===== src/rtl/react_test_ctrl_if.sv =====
// Player/display side of the reaction-time game controller.
// The master drives enable and keypress, and the slave returns status and timing.
interface react_test_ctrl_if;
   logic        iEnable;
   logic        iPress;
   logic [2:0]  oState;
   logic        oGo;
   logic [13:0] oTimeMs;
   logic        oValid;
   logic [13:0] oBest;

   modport master (
      output iEnable, iPress,
      input  oState, oGo, oTimeMs, oValid, oBest
   );

   modport slave (
      input  iEnable, iPress,
      output oState, oGo, oTimeMs, oValid, oBest
   );
endinterface


===== src/rtl/react_test_ctrl.sv =====
// Reaction-time game controller. It waits a random delay, raises GO, and then measures
// the keypress latency in ms. It also keeps the best valid time seen since reset.
module react_test_ctrl #(
   parameter int TICKS_PER_MS = 50000,
   parameter int MIN_DELAY_MS = 1000,
   parameter int MAX_MS       = 9999
) (
   input  logic             clk,
   input  logic             iReset,
   react_test_ctrl_if.slave bus
);

   localparam logic [2:0] ST_IDLE    = 3'd0;
   localparam logic [2:0] ST_ARMED   = 3'd1;
   localparam logic [2:0] ST_GO      = 3'd2;
   localparam logic [2:0] ST_RESULT  = 3'd3;
   localparam logic [2:0] ST_EARLY   = 3'd4;
   localparam logic [2:0] ST_TIMEOUT = 3'd5;

   localparam int PW = (TICKS_PER_MS > 1) ? $clog2(TICKS_PER_MS) : 1;
   localparam int DW = $clog2(MIN_DELAY_MS + 2048);

   localparam logic [10:0] LFSR_SEED = 11'h5A5;
   localparam logic [13:0] BEST_INIT = 14'h3FFF;

   // Fibonacci step for x^11 + x^9 + 1. A nonzero state never reaches zero.
   function automatic logic [10:0] lfsr_next(input logic [10:0] cur);
      lfsr_next = {cur[9:0], cur[10] ^ cur[8]};
   endfunction

   logic [2:0]    state_r, state_nxt_s;
   logic [10:0]   lfsr_r;
   logic [PW-1:0] presc_r, presc_nxt_s;
   logic          tick_s;
   logic [DW-1:0] delay_r, delay_nxt_s, delay_seed_s;
   logic [13:0]   count_r, count_nxt_s, count_inc_s;
   logic [13:0]   time_r, time_nxt_s;
   logic [13:0]   best_r, best_nxt_s;
   logic          valid_r, valid_nxt_s;
   logic          go_r;

   // Derive the ms tick, the next count value and a fresh random delay.
   always_comb begin
      tick_s       = (presc_r == PW'(TICKS_PER_MS - 1));
      count_inc_s  = tick_s ? (count_r + 14'd1) : count_r;
      delay_seed_s = DW'(MIN_DELAY_MS) + DW'(lfsr_r);
   end

   // Next-state, counter and result decode.
   always_comb begin
      state_nxt_s = state_r;
      delay_nxt_s = delay_r;
      count_nxt_s = count_r;
      time_nxt_s  = time_r;
      best_nxt_s  = best_r;
      valid_nxt_s = 1'b0;
      if (!bus.iEnable) begin
         state_nxt_s = ST_IDLE;
      end else begin
         case (state_r)
            ST_IDLE: begin
               if (bus.iPress) begin
                  state_nxt_s = ST_ARMED;
                  delay_nxt_s = delay_seed_s;
               end else begin
                  state_nxt_s = ST_IDLE;
               end
            end
            // A press beats the expiry of the delay that lands on the same cycle.
            ST_ARMED: begin
               if (bus.iPress) begin
                  state_nxt_s = ST_EARLY;
               end else if (tick_s) begin
                  if (delay_r <= DW'(1)) begin
                     state_nxt_s = ST_GO;
                     count_nxt_s = 14'd0;
                  end else begin
                     delay_nxt_s = delay_r - DW'(1);
                  end
               end else begin
                  state_nxt_s = ST_ARMED;
               end
            end
            ST_GO: begin
               if (bus.iPress) begin
                  state_nxt_s = ST_RESULT;
                  time_nxt_s  = count_inc_s;
                  valid_nxt_s = 1'b1;
                  if (count_inc_s < best_r) begin
                     best_nxt_s = count_inc_s;
                  end else begin
                     best_nxt_s = best_r;
                  end
               end else if (count_inc_s >= 14'(MAX_MS)) begin
                  state_nxt_s = ST_TIMEOUT;
                  time_nxt_s  = 14'(MAX_MS);
               end else begin
                  count_nxt_s = count_inc_s;
               end
            end
            ST_RESULT, ST_EARLY, ST_TIMEOUT: begin
               if (bus.iPress) begin
                  state_nxt_s = ST_ARMED;
                  delay_nxt_s = delay_seed_s;
               end else begin
                  state_nxt_s = state_r;
               end
            end
            default: begin
               state_nxt_s = ST_IDLE;
            end
         endcase
      end
   end

   // Restart the ms prescaler on every state change, so the first ms after entry is full length.
   always_comb begin
      if (state_nxt_s != state_r) begin
         presc_nxt_s = '0;
      end else if (tick_s) begin
         presc_nxt_s = '0;
      end else begin
         presc_nxt_s = presc_r + PW'(1);
      end
   end

   // State, timing and output registers.
   always_ff @(posedge clk or posedge iReset) begin
      if (iReset) begin
         state_r <= ST_IDLE;
         lfsr_r  <= LFSR_SEED;
         presc_r <= '0;
         delay_r <= '0;
         count_r <= 14'd0;
         time_r  <= 14'd0;
         best_r  <= BEST_INIT;
         valid_r <= 1'b0;
         go_r    <= 1'b0;
      end else begin
         state_r <= state_nxt_s;
         lfsr_r  <= lfsr_next(lfsr_r);
         presc_r <= presc_nxt_s;
         delay_r <= delay_nxt_s;
         count_r <= count_nxt_s;
         time_r  <= time_nxt_s;
         best_r  <= best_nxt_s;
         valid_r <= valid_nxt_s;
         go_r    <= (state_nxt_s == ST_GO);
      end
   end

   assign bus.oState  = state_r;
   assign bus.oGo     = go_r;
   assign bus.oTimeMs = time_r;
   assign bus.oValid  = valid_r;
   assign bus.oBest   = best_r;

endmodule


===== src/flat_wrapper.sv =====
// flat-port wrapper written by rule: the top's interface ports become plain ports
module react_test_ctrl_flat 
#(
   parameter int TICKS_PER_MS = 50000,
   parameter int MIN_DELAY_MS = 1000,
   parameter int MAX_MS       = 9999
)
  (clk, iReset, bus_iEnable, bus_iPress, bus_oState, bus_oGo, bus_oTimeMs, bus_oValid, bus_oBest);
  react_test_ctrl_if bus_i ();
  input  logic clk;
  input  logic iReset;
  input wire logic [$bits(bus_i.iEnable)-1:0] bus_iEnable;
  input wire logic [$bits(bus_i.iPress)-1:0] bus_iPress;
  output wire logic [$bits(bus_i.oState)-1:0] bus_oState;
  output wire logic [$bits(bus_i.oGo)-1:0] bus_oGo;
  output wire logic [$bits(bus_i.oTimeMs)-1:0] bus_oTimeMs;
  output wire logic [$bits(bus_i.oValid)-1:0] bus_oValid;
  output wire logic [$bits(bus_i.oBest)-1:0] bus_oBest;
  assign bus_i.iEnable = bus_iEnable;
  assign bus_i.iPress = bus_iPress;
  assign bus_oState = bus_i.oState;
  assign bus_oGo = bus_i.oGo;
  assign bus_oTimeMs = bus_i.oTimeMs;
  assign bus_oValid = bus_i.oValid;
  assign bus_oBest = bus_i.oBest;
  react_test_ctrl #(.TICKS_PER_MS(TICKS_PER_MS), .MIN_DELAY_MS(MIN_DELAY_MS), .MAX_MS(MAX_MS)) u_core (.clk(clk), .iReset(iReset), .bus(bus_i));
endmodule

===== config.mk =====
export PLATFORM = sky130hd
export DESIGN_NAME = react_test_ctrl_flat
export DESIGN_NICKNAME = d
export VERILOG_FILES = /design/src/rtl/react_test_ctrl_if.sv /design/src/rtl/react_test_ctrl.sv /design/src/flat_wrapper.sv
export SDC_FILE = /design/constraint.sdc
export NUM_CORES = 1
export LEC_CHECK = 0
export CAP_MARGIN = 20
export CORE_ASPECT_RATIO = 0.9
export CORE_MARGIN = 4
export CORE_UTILIZATION = 46
export DETAILED_ROUTE_END_ITERATION = 16
export GPL_TIMING_DRIVEN = 0
export PLACE_DENSITY = 0.72
export SLEW_MARGIN = 20
export SYNTH_ARGS = -nofsm -noshare
export SYNTH_HDL_FRONTEND = slang
export SYNTH_SLANG_ARGS = --single-unit

===== constraint.sdc =====
create_clock -name clk -period 4.29 [get_ports clk]
set_clock_uncertainty 0.15 [all_clocks]
set_input_delay 0.429 -clock clk [delete_from_list [all_inputs] [get_ports clk]]
set_output_delay 0.429 -clock clk [all_outputs]
set_load 0.05 [all_outputs]

# Word level (Yosys, flattened, before mapping)
# Index checks and enable logic that the tools add are counted.
dict set report word_totals {
  regBits 86
  latchBits 0
  mem_bits_rw 0
  mem_bits_ro 0
  memories 0
}
dict set report op_classes {
  addsub 4
  n_mul 0
  div 0
  n_lt_le_gt_ge 3
  n_eq_ne 15
  shifts 0
  mux 28
  n_bitwise 1
  n_reduce_logical 10
}
# op count
set op_table {}
lappend op_table {{14-bit 2-to-1 mux} 8}
lappend op_table {{12-bit 2-to-1 mux} 4}
lappend op_table {{16-bit 2-to-1 mux} 2}
lappend op_table {{14-bit case mux with 2 select lines} 1}
lappend op_table {{12-bit case mux with 2 select lines} 1}
lappend op_table {{3-bit 2-to-1 mux} 7}
lappend op_table {{16-bit by 1-bit adder with 16-bit output, second input constant} 1}
lappend op_table {{16-bit equality test, second input constant} 1}
lappend op_table {{14-bit by 1-bit adder with 14-bit output, second input constant} 1}
lappend op_table {{14-bit >= comparator, second input constant} 1}
lappend op_table {{14-bit less-than comparator} 1}
lappend op_table {{10-bit by 11-bit adder with 12-bit output, first input constant} 1}
lappend op_table {{12-bit by 1-bit <= comparator with 1-bit output, second input constant} 1}
lappend op_table {{3-bit case mux with 4 select lines} 1}
lappend op_table {{12-bit by 1-bit subtractor with 12-bit output, second input constant} 1}
lappend op_table {{3-bit by 2-bit equality test with 1-bit output, second input constant} 3}
lappend op_table {{2-bit inequality test, second input constant} 4}
lappend op_table {{7-bit AND reduction} 1}
lappend op_table {{3-bit equality test, second input constant} 2}
lappend op_table {{2-bit by 1-bit inequality test with 1-bit output, second input constant} 3}
lappend op_table {{6-bit AND reduction} 1}
lappend op_table {{2-bit nonzero test} 3}
lappend op_table {{1-bit 2-to-1 mux} 4}
lappend op_table {{4-bit AND reduction} 1}
lappend op_table {{other kinds (7)} 7}

# Logic depth before layout (Yosys ltp)
# Gate-level depths: netlist of run 1.
dict set report logic_depth {
  ltp_word 9
  depth_mapped 16
  ltp_nobuf 14
}

# Worst setup path after synthesis of run 1
# OpenSTA, ideal clock, no wires.
dict set report synth_path {
  kind {register to register}
  from {register u_core.presc_r[7]}
  to {register u_core.best_r[4] (netlist: u_core.bus.oBest[4])}
  arrival_ns 4.012
  required_ns 4.055
  setup_slack_ns 0.044
  stages_incl_launch_ff 14
  cell_sequence {dfrtp_1 > or4b_4 > or4_1 > buf_2 > nor2_1 > and4_1 > nand3_1 > xnor2_1 > ha_1 > a21o_1 > a221oi_1 > o211a_4 > buf_6 > mux2_1}
}
dict set report synth_via {
  elab_chain_cells 4
}
# element line_no
set synth_rtl {}
lappend synth_rtl {{start: declaration} react_test_ctrl.sv:33} ;# logic [PW-1:0] presc_r, presc_nxt_s;
lappend synth_rtl {{start signal: assignment} react_test_ctrl.sv:142} ;# presc_r <= presc_nxt_s;
lappend synth_rtl {{16-bit equality test} react_test_ctrl.sv:44} ;# tick_s = (presc_r == PW'(TICKS_PER_MS - 1));
lappend synth_rtl {{14-bit 2-to-1 mux} react_test_ctrl.sv:45} ;# count_inc_s = tick_s ? (count_r + 14'd1) : count_r;
lappend synth_rtl {{net u_core.count_inc_s[12]} react_test_ctrl.sv:36} ;# logic [13:0] count_r, count_nxt_s, count_inc_s;
lappend synth_rtl {{14-bit less-than comparator} react_test_ctrl.sv:89} ;# if (count_inc_s < best_r) begin
lappend synth_rtl {{4-bit AND reduction (no source line)} --}
lappend synth_rtl {{end signal: assignment} react_test_ctrl.sv:146} ;# best_r <= best_nxt_s;
lappend synth_rtl {{end: declaration} react_test_ctrl.sv:38} ;# logic [13:0] best_r, best_nxt_s;
# The timed path passes the listed nets, and every way through them passes these cells.
# A chain may end at the register's enable or synchronous reset.

# Final worst setup path of run 1
dict set report layout_path {
  from {register u_core.presc_r[10]}
  to {register u_core.best_r[5] (netlist: u_core.bus.oBest[5])}
}
# The elaborated chain is that of the path after synthesis.

==> results of run 1 <==
[flip-flops by register name (all words and copies together), names as in the netlist]
register / flops
u_core.bus.oBest: 14
u_core.delay_r: 12
u_core.bus.oGo: 1
u_core.bus.oValid: 1
u_core.count_r: 14
u_core.bus.oState: 3
u_core.lfsr_r: 11
u_core.presc_r: 16
u_core.bus.oTimeMs: 14
[cell usage in the layout, fill, tap and decap left out, types with 8 or more instances in the layout]
cell              n
dfrtp_1          66
nor2_1           51
clkdlybuf4s50_1  35
nand2_1          31
inv_1            29
a21oi_1          26
o21ai_0          22
buf_4            20
dfstp_2          20
clkbuf_1         19
nand3_1          16
ha_1             16
xor2_1           15
xnor2_1          15
a31oi_1          14
nor3_1           11
clkbuf_16        10
mux2i_1           9
mux2_1            8
[layer usage]
layer,routed length [µm],vias to the layer above
li1,-,1923
met1,5430,1974
met2,5750,120
met3,618,16
met4,149,0
met5,0,-
[cell families after synthesis]
family,count (synthesis),synth area share [%]
xor+xnor,33,6.13
mux,25,5.59
simple gates,165,17.7
fa+ha+maj,18,4.60
buf+inv,58,5.07
compound gates,115,15.9
flops,86,45.0
[how the worst min path moves through the flow]
stage / from / end / slack, ns / cells after the start
floorplan: u_core.lfsr_r[1]$_DFF_PP0_ / u_core.lfsr_r[2]$_DFF_PP1_ / 0.21 / 0
global placement: u_core.lfsr_r[7]$_DFF_PP1_ / u_core.lfsr_r[8]$_DFF_PP1_ / 0.22 / 0
detailed placement: u_core.lfsr_r[7]$_DFF_PP1_ / u_core.lfsr_r[8]$_DFF_PP1_ / 0.22 / 0
CTS: u_core.lfsr_r[7]$_DFF_PP1_ / u_core.lfsr_r[8]$_DFF_PP1_ / 0.23 / 0
global route: u_core.lfsr_r[7]$_DFF_PP1_ / u_core.lfsr_r[8]$_DFF_PP1_ / 0.24 / 0
finish: u_core.lfsr_r[7]$_DFF_PP1_ / u_core.lfsr_r[8]$_DFF_PP1_ / 0.23 / 0
[worst reg2reg max path, stage by stage (launching register included)]
cell       delay (ns)
dfrtp_1          0.38
or4b_4           0.56
or4_1            0.52
buf_4            0.19
nor2_4           0.17
and4_4           0.28
nand3_1          0.12
xnor2_2          0.30
ha_1             0.30
a21o_1           0.20
a221oi_2         0.28
o211a_4          0.25
clkbuf_16        0.16
mux2_4           0.30
[through the flow]
stage	worst slack (ns)	hold WS, ns
2_1_floorplan	0.0437	0.205
3_3_place_gp	-0.461	0.220
3_5_place_dp	-0.483	0.219
4_1_cts	-0.0184	0.228
5_1_grt	-0.0785	0.238
6_report	0.0883	0.230
[report_power, final]
| part | switching [W] | leakage (nW) | internal, W | total (W) |
|---|---|---|---|---|
| registers | 0.0000292 | 1.08 | 0.000842 | 0.000871 |
| logic | 0.0000866 | 1.36 | 0.0000478 | 0.000134 |
| clock network | 0.000324 | 0.164 | 0.000546 | 0.000870 |
[repair_timing]
item / 4_1_cts / 5_1_grt
resized for setup: 23 / 9
setup buffers: 11 / 10
pin swaps: 5 / 10
cloned: 0 / 1
setup endpoints to repair: 14 / 14
[cell type report]
class,count,share of cell area [%]
buffer,25,2.18
sequential,86,36.1
tap,129,2.68
clock inverter,4,1.29
inverter,32,2.03
clock buffer,12,4.25
multi-input combinational,356,42.0
timing repair buffer,58,9.44
==> metrics.log, run 1 <==
INFO  metric outcome = finished clean
INFO  metric gp_congestion = 0.923
INFO  metric tritoncts_num_sinks = 86
INFO  metric area_growth_from_synthesis_to_final_layout = 24.7%
INFO  metric final.fill_count = 873
INFO  metric ctsHoldBuffers = 0
INFO  metric dp_cells = 665
INFO  metric drt_first_pass_iters = 5
INFO  metric clockRootBuffer = clkbuf_16
INFO  metric slew_headroom = 52.2%
INFO  metric grt_start_max_net_pins = 49
INFO  metric detail_route.drc_violations = 0
INFO  metric cpMaxStageDelayCell = or4b_4
INFO  metric timing.max_cap.violations = 0
INFO  metric grt_first_pass_wirelength = 19,800 µm
INFO  metric area_of_combinational_cells_with_multiple_inputs = 2540 µm²
INFO  metric timing.setup.tns = 0 ns
INFO  metric synth_edf_count = 0
INFO  metric layoutNonFillerInstCount = 702
INFO  metric ff2ff_setup_slack = 0.09 ns
INFO  metric die-width = 116 µm
INFO  metric placeableCoreArea = 10,200 µm²
INFO  metric critical_path_peak_fanout = 6
INFO  metric syn-mean-instance-area = 9.68 µm²
INFO  metric layout_cell_share_with_drive_strength_beyond_1 = 16.8%
INFO  metric cp_data_required_time = 4.41 ns
INFO  metric yosys_register_bits = 86
INFO  metric synth_commonest_cells = dfrtp_1, nor2_1, nand2_1
INFO  metric critical_path.cell_chain = or4b_4, or4_1, buf_4, nor2_4, and4_4, nand3_1, xnor2_2, ha_1, a21o_1, a221oi_2, o211a_4, clkbuf_16, mux2_4
INFO  metric ctsLongestPathBuffers = 2
INFO  metric final_period_minus_worst_setup_slack = 4.20 ns
INFO  metric fin_crit_sh = 97.9%
INFO  metric slew_viol_final = 0
INFO  metric worst_setup_path_startpoint = u_core.presc_r[10]$_DFF_PP0_
INFO  metric cts_buffers = 9
INFO  metric synth_top_cell_area_share = 34.1%
INFO  metric synth-main-ff-cell = dfrtp_1
INFO  metric report.power.total = 0.00188 W
INFO  metric cts-htree-levels = 3
INFO  metric detail_route.iter0.violations = 250
INFO  metric yosys.cell_types.count = 65
INFO  metric synth_fp_nets = 521
INFO  metric postSynth.asyncResetShare = 100%
INFO  metric util_after_layout = 58.9%
INFO  metric worst_slew_pin_slew = 0.710 ns
INFO  metric dpl.hpwl = 8030 µm
INFO  metric final_antenna_violating_net_count = 0
INFO  metric buffer_ports.inserted = 35
INFO  metric dieHeight = 105 µm
INFO  metric total_leakage_power = 2.60 nW
INFO  metric clkSlewWorstSetupHoldPaths = 0.06 ns
INFO  metric critical_path.endpoint = u_core.bus.oBest[5]$_DFFE_PP1P_
INFO  metric fin_nets = 589
INFO  metric groute.layer.met1.usage = 28.3%
INFO  metric crit_path_end_kind = flop
INFO  metric critPathArrivalTime = 4.32 ns
INFO  metric power_density = 311 nW/µm²
INFO  metric antennaDiodeCount = 0
INFO  metric worstReg2RegStart = u_core.presc_r[10]$_DFF_PP0_
INFO  metric via_count = 4,033
INFO  metric post_drt_wl_per_cell = 17.0 µm
INFO  metric worstRegToRegCells = 13
INFO  metric grt.busiest_layer = met2
INFO  metric timing.critical_path.depth = 13
INFO  metric synthTopCellsByArea = dfrtp_1, dfstp_2, ha_1
INFO  metric cell_area_after_layout = 6030 µm²
INFO  metric route.final.wire_length = 12,000 µm
INFO  metric min-delay-path-class = flop to flop
INFO  metric max_freq = 238 MHz
INFO  metric ios = 37
INFO  metric seq_area = 2180 µm²
INFO  metric crit_family = simple AND/OR/NAND/NOR gates
INFO  metric post-synth-top-count-cell = dfrtp_1
INFO  metric syn_area = 4840 µm²
INFO  metric clock_tree_from_tritoncts = built
INFO  metric grt_antenna_before_repair = 0
INFO  metric max_stage_delay = 0.56 ns
INFO  metric placed_cell_area = 5370 µm²
INFO  metric via_count_of_the_first_global_routing_pass = 3,958
INFO  metric grt_util_all_layers = 20.2%
INFO  metric use_met3 = 4.25%
INFO  metric globalRouteMet2Util = 31.9%
INFO  metric timing.critical_path.from_type = flop
INFO  metric count_of_yosys_warnings_during_synthesis = 0
INFO  metric fp.dieArea = 12,200 µm²
INFO  metric globalRouteOverflowTotal = 0
INFO  metric finalSetupViolations = 0
INFO  metric path_buf_inv = 2
INFO  metric worstSetupPathType = flop to flop
INFO  metric synth_largest_area_cell = dfrtp_1
INFO  metric timing_hold_violations_final = 0
INFO  metric floorplan.rows = 35
INFO  metric floorplan.initialDensity = 47.2%
INFO  metric clkLatencyLatePin = 0.35 ns
INFO  metric drt-vias-per-instance = 5.75
INFO  metric synth_sequential_area_ratio = 45.0%
INFO  metric post_synth_inst_count = 500
INFO  metric critical_path.reg2reg.endpoint = u_core.bus.oBest[5]$_DFFE_PP1P_
INFO  metric irDropWorstVdd = 279 µV
No activity file was read; power rests on OpenSTA's default activity.
==> inputs of run 2 (changes only) <==
- PLACE_DENSITY: 0.72 -> 0.69
- SKIP_LAST_GASP: unset -> 1
- clock period: 4.29 -> 4.3 ns (I/O delays scaled with it)
==> metrics.log, run 2 (synthesis gave the netlist of run 1 again) <==
INFO  metric fin_crit_sh = 96.5%
INFO  metric placed_cell_area = 5370 µm²
INFO  metric final_critical_path_setup_slack = 0.149 ns
INFO  metric grt_antenna_before_repair = 0
INFO  metric floorplan.initialDensity = 47.2%
INFO  metric finalSetupViolations = 0
INFO  metric final_antenna_violating_net_count = 0
INFO  metric dieHeight = 105 µm
INFO  metric fp.dieArea = 12,200 µm²
INFO  metric via_count_of_the_first_global_routing_pass = 3,880
INFO  metric floorplan.rows = 35
INFO  metric detail_route.iter0.violations = 247
INFO  metric most-common-layout-cells = dfrtp_1, nor2_1, clkdlybuf4s50_1, nand2_1, inv_1
INFO  metric max_freq = 241 MHz
INFO  metric detail_route.drc_violations = 0
INFO  metric outcome = finished clean
INFO  metric final_period_minus_worst_setup_slack = 4.15 ns
INFO  metric total_leakage_power = 2.56 nW
INFO  metric largest_register = u_core.presc_r
INFO  metric ctsLongestPathBuffers = 2
INFO  metric cp_data_required_time = 4.42 ns
INFO  metric route.final.wire_length = 11,500 µm
INFO  metric clkLatencyLatePin = 0.34 ns
INFO  metric dp_slack = -0.477 ns
INFO  metric clkSlewWorstSetupHoldPaths = 0.06 ns
INFO  metric dp_cells = 665
INFO  metric crit_path_end_kind = flop
INFO  metric drt-vias-per-instance = 5.67
INFO  metric gp_congestion = 0.857
INFO  metric critical_path_peak_fanout = 8
INFO  metric tritoncts_num_sinks = 86
INFO  metric buffer_ports.inserted = 35
INFO  metric die-width = 116 µm
INFO  metric placeableCoreArea = 10,200 µm²
INFO  metric timing.critical_path.from_type = flop
INFO  metric critPathArrivalTime = 4.27 ns
INFO  metric antennaDiodeCount = 0
INFO  metric timing.max_cap.violations = 0
INFO  metric grt_first_pass_wirelength = 19,300 µm
INFO  metric slew_viol_final = 0
INFO  metric via_count = 3,953
INFO  metric cts_buffers = 9
INFO  metric power_density = 311 nW/µm²
INFO  metric drt_first_pass_iters = 5
INFO  metric worst_slew_pin_slew = 0.660 ns
INFO  metric area_growth_from_synthesis_to_final_layout = 23.5%
INFO  metric grt_start_max_net_pins = 48
INFO  metric largest_register_ffs = 16
INFO  metric worstSetupPathType = flop to flop
INFO  metric dpl.hpwl = 7760 µm
INFO  metric layoutNonFillerInstCount = 697
INFO  metric final.fill_count = 884
INFO  metric cts-htree-levels = 3
INFO  metric util_after_layout = 58.3%
INFO  metric cell_area_after_layout = 5970 µm²
INFO  metric ctsHoldBuffers = 0
INFO  metric timing.setup.tns = 0 ns
INFO  metric grt_util_all_layers = 19.8%
INFO  metric slew_headroom = 55.6%
INFO  metric ios = 37
INFO  metric post_drt_wl_per_cell = 16.5 µm
INFO  metric clock_tree_from_tritoncts = built
INFO  metric irDropWorstVdd = 315 µV
INFO  metric timing_hold_violations_final = 0
INFO  metric globalRouteOverflowTotal = 0
INFO  metric fin_nets = 584
INFO  metric clockRootBuffer = clkbuf_16
INFO  metric min-delay-path-class = flop to flop
INFO  metric layout_cell_share_with_drive_strength_beyond_1 = 16.4%
INFO  metric final_common_cell = dfrtp_1
run 2: timing repair:
action | in CTS | in global routing
setup endpoints to repair | 14 | 14
setup buffers | 9 | 8
cloned | 0 | 0
hold endpoints to repair | 0 | 0
pin swaps | 8 | 12
resized for setup | 19 | 14
run 2: per-stage QoR:
stage	power (W)	hold WS (ns)
5_1_grt	0.00194	0.241
3_5_place_dp	0.00102	0.222
4_1_cts	0.00187	0.230
6_report	0.00186	0.229
2_1_floorplan	0.000975	0.205
3_3_place_gp	0.00101	0.220
run 2: cell type report:
cell class	instances	area [µm²]	share of cell area, %
Inverter	32	123	2.05
Multi-Input combinational cell	356	2540	42.6
Sequential cell	86	2180	36.4
Buffer	25	129	2.16
Clock buffer	13	260	4.36
Timing Repair Buffer	53	514	8.61
Tap cell	129	161	2.70
Clock inverter	3	67.6	1.13
run 2: report_power, final:
| group | switching (W) | total (W) | internal (W) | leakage (nW) |
|---|---|---|---|---|
| sequential | 0.0000303 | 0.000870 | 0.000840 | 1.08 |
| combinational | 0.0000852 | 0.000133 | 0.0000478 | 1.33 |
| clock | 0.000315 | 0.000856 | 0.000541 | 0.156 |
| total | 0.000430 | 0.00186 | 0.00143 | 2.56 |
run 2: worst paths after layout:
kind	from	end	slack (ns)	cells after the start
max	u_core.presc_r[7]$_DFF_PP0_	u_core.bus.oBest[4]$_DFFE_PP1P_	0.15	14
min	u_core.lfsr_r[7]$_DFF_PP1_	u_core.lfsr_r[8]$_DFF_PP1_	0.23	0
max reg2reg	u_core.presc_r[7]$_DFF_PP0_	u_core.bus.oBest[4]$_DFFE_PP1P_	0.15	14
min reg2reg	u_core.lfsr_r[7]$_DFF_PP1_	u_core.lfsr_r[8]$_DFF_PP1_	0.23	0
max in group asynchronous	iReset	u_core.bus.oBest[4]$_DFFE_PP1P_	2.95	3
min in group asynchronous	iReset	u_core.lfsr_r[9]$_DFF_PP0_	0.36	2
run 2: worst max-delay path, cell delays in order (launching register included):
cell and delay, ns:
dfrtp_1 0.40, or4b_4 0.55, or4_4 0.58, or3_4 0.42, nand2_4 0.09, ha_4 0.19
a21o_1 0.15, a21o_1 0.16, a21oi_2 0.15, o21ai_2 0.09, maj3_2 0.35, nor3_4 0.14
o211a_4 0.20, buf_12 0.14, mux2_4 0.30
run 2: per-layer routing:
| layer | vias to the layer above | global-route usage, % | wire, µm |
|---|---|---|---|
| li1 | 1910 | - | - |
| met1 | 1925 | 27.5 | 5220 |
| met2 | 109 | 30.8 | 5490 |
| met3 | 9 | 5.22 | 638 |
| met4 | 0 | 4.89 | 141 |
| met5 | - | 0 | 0 |
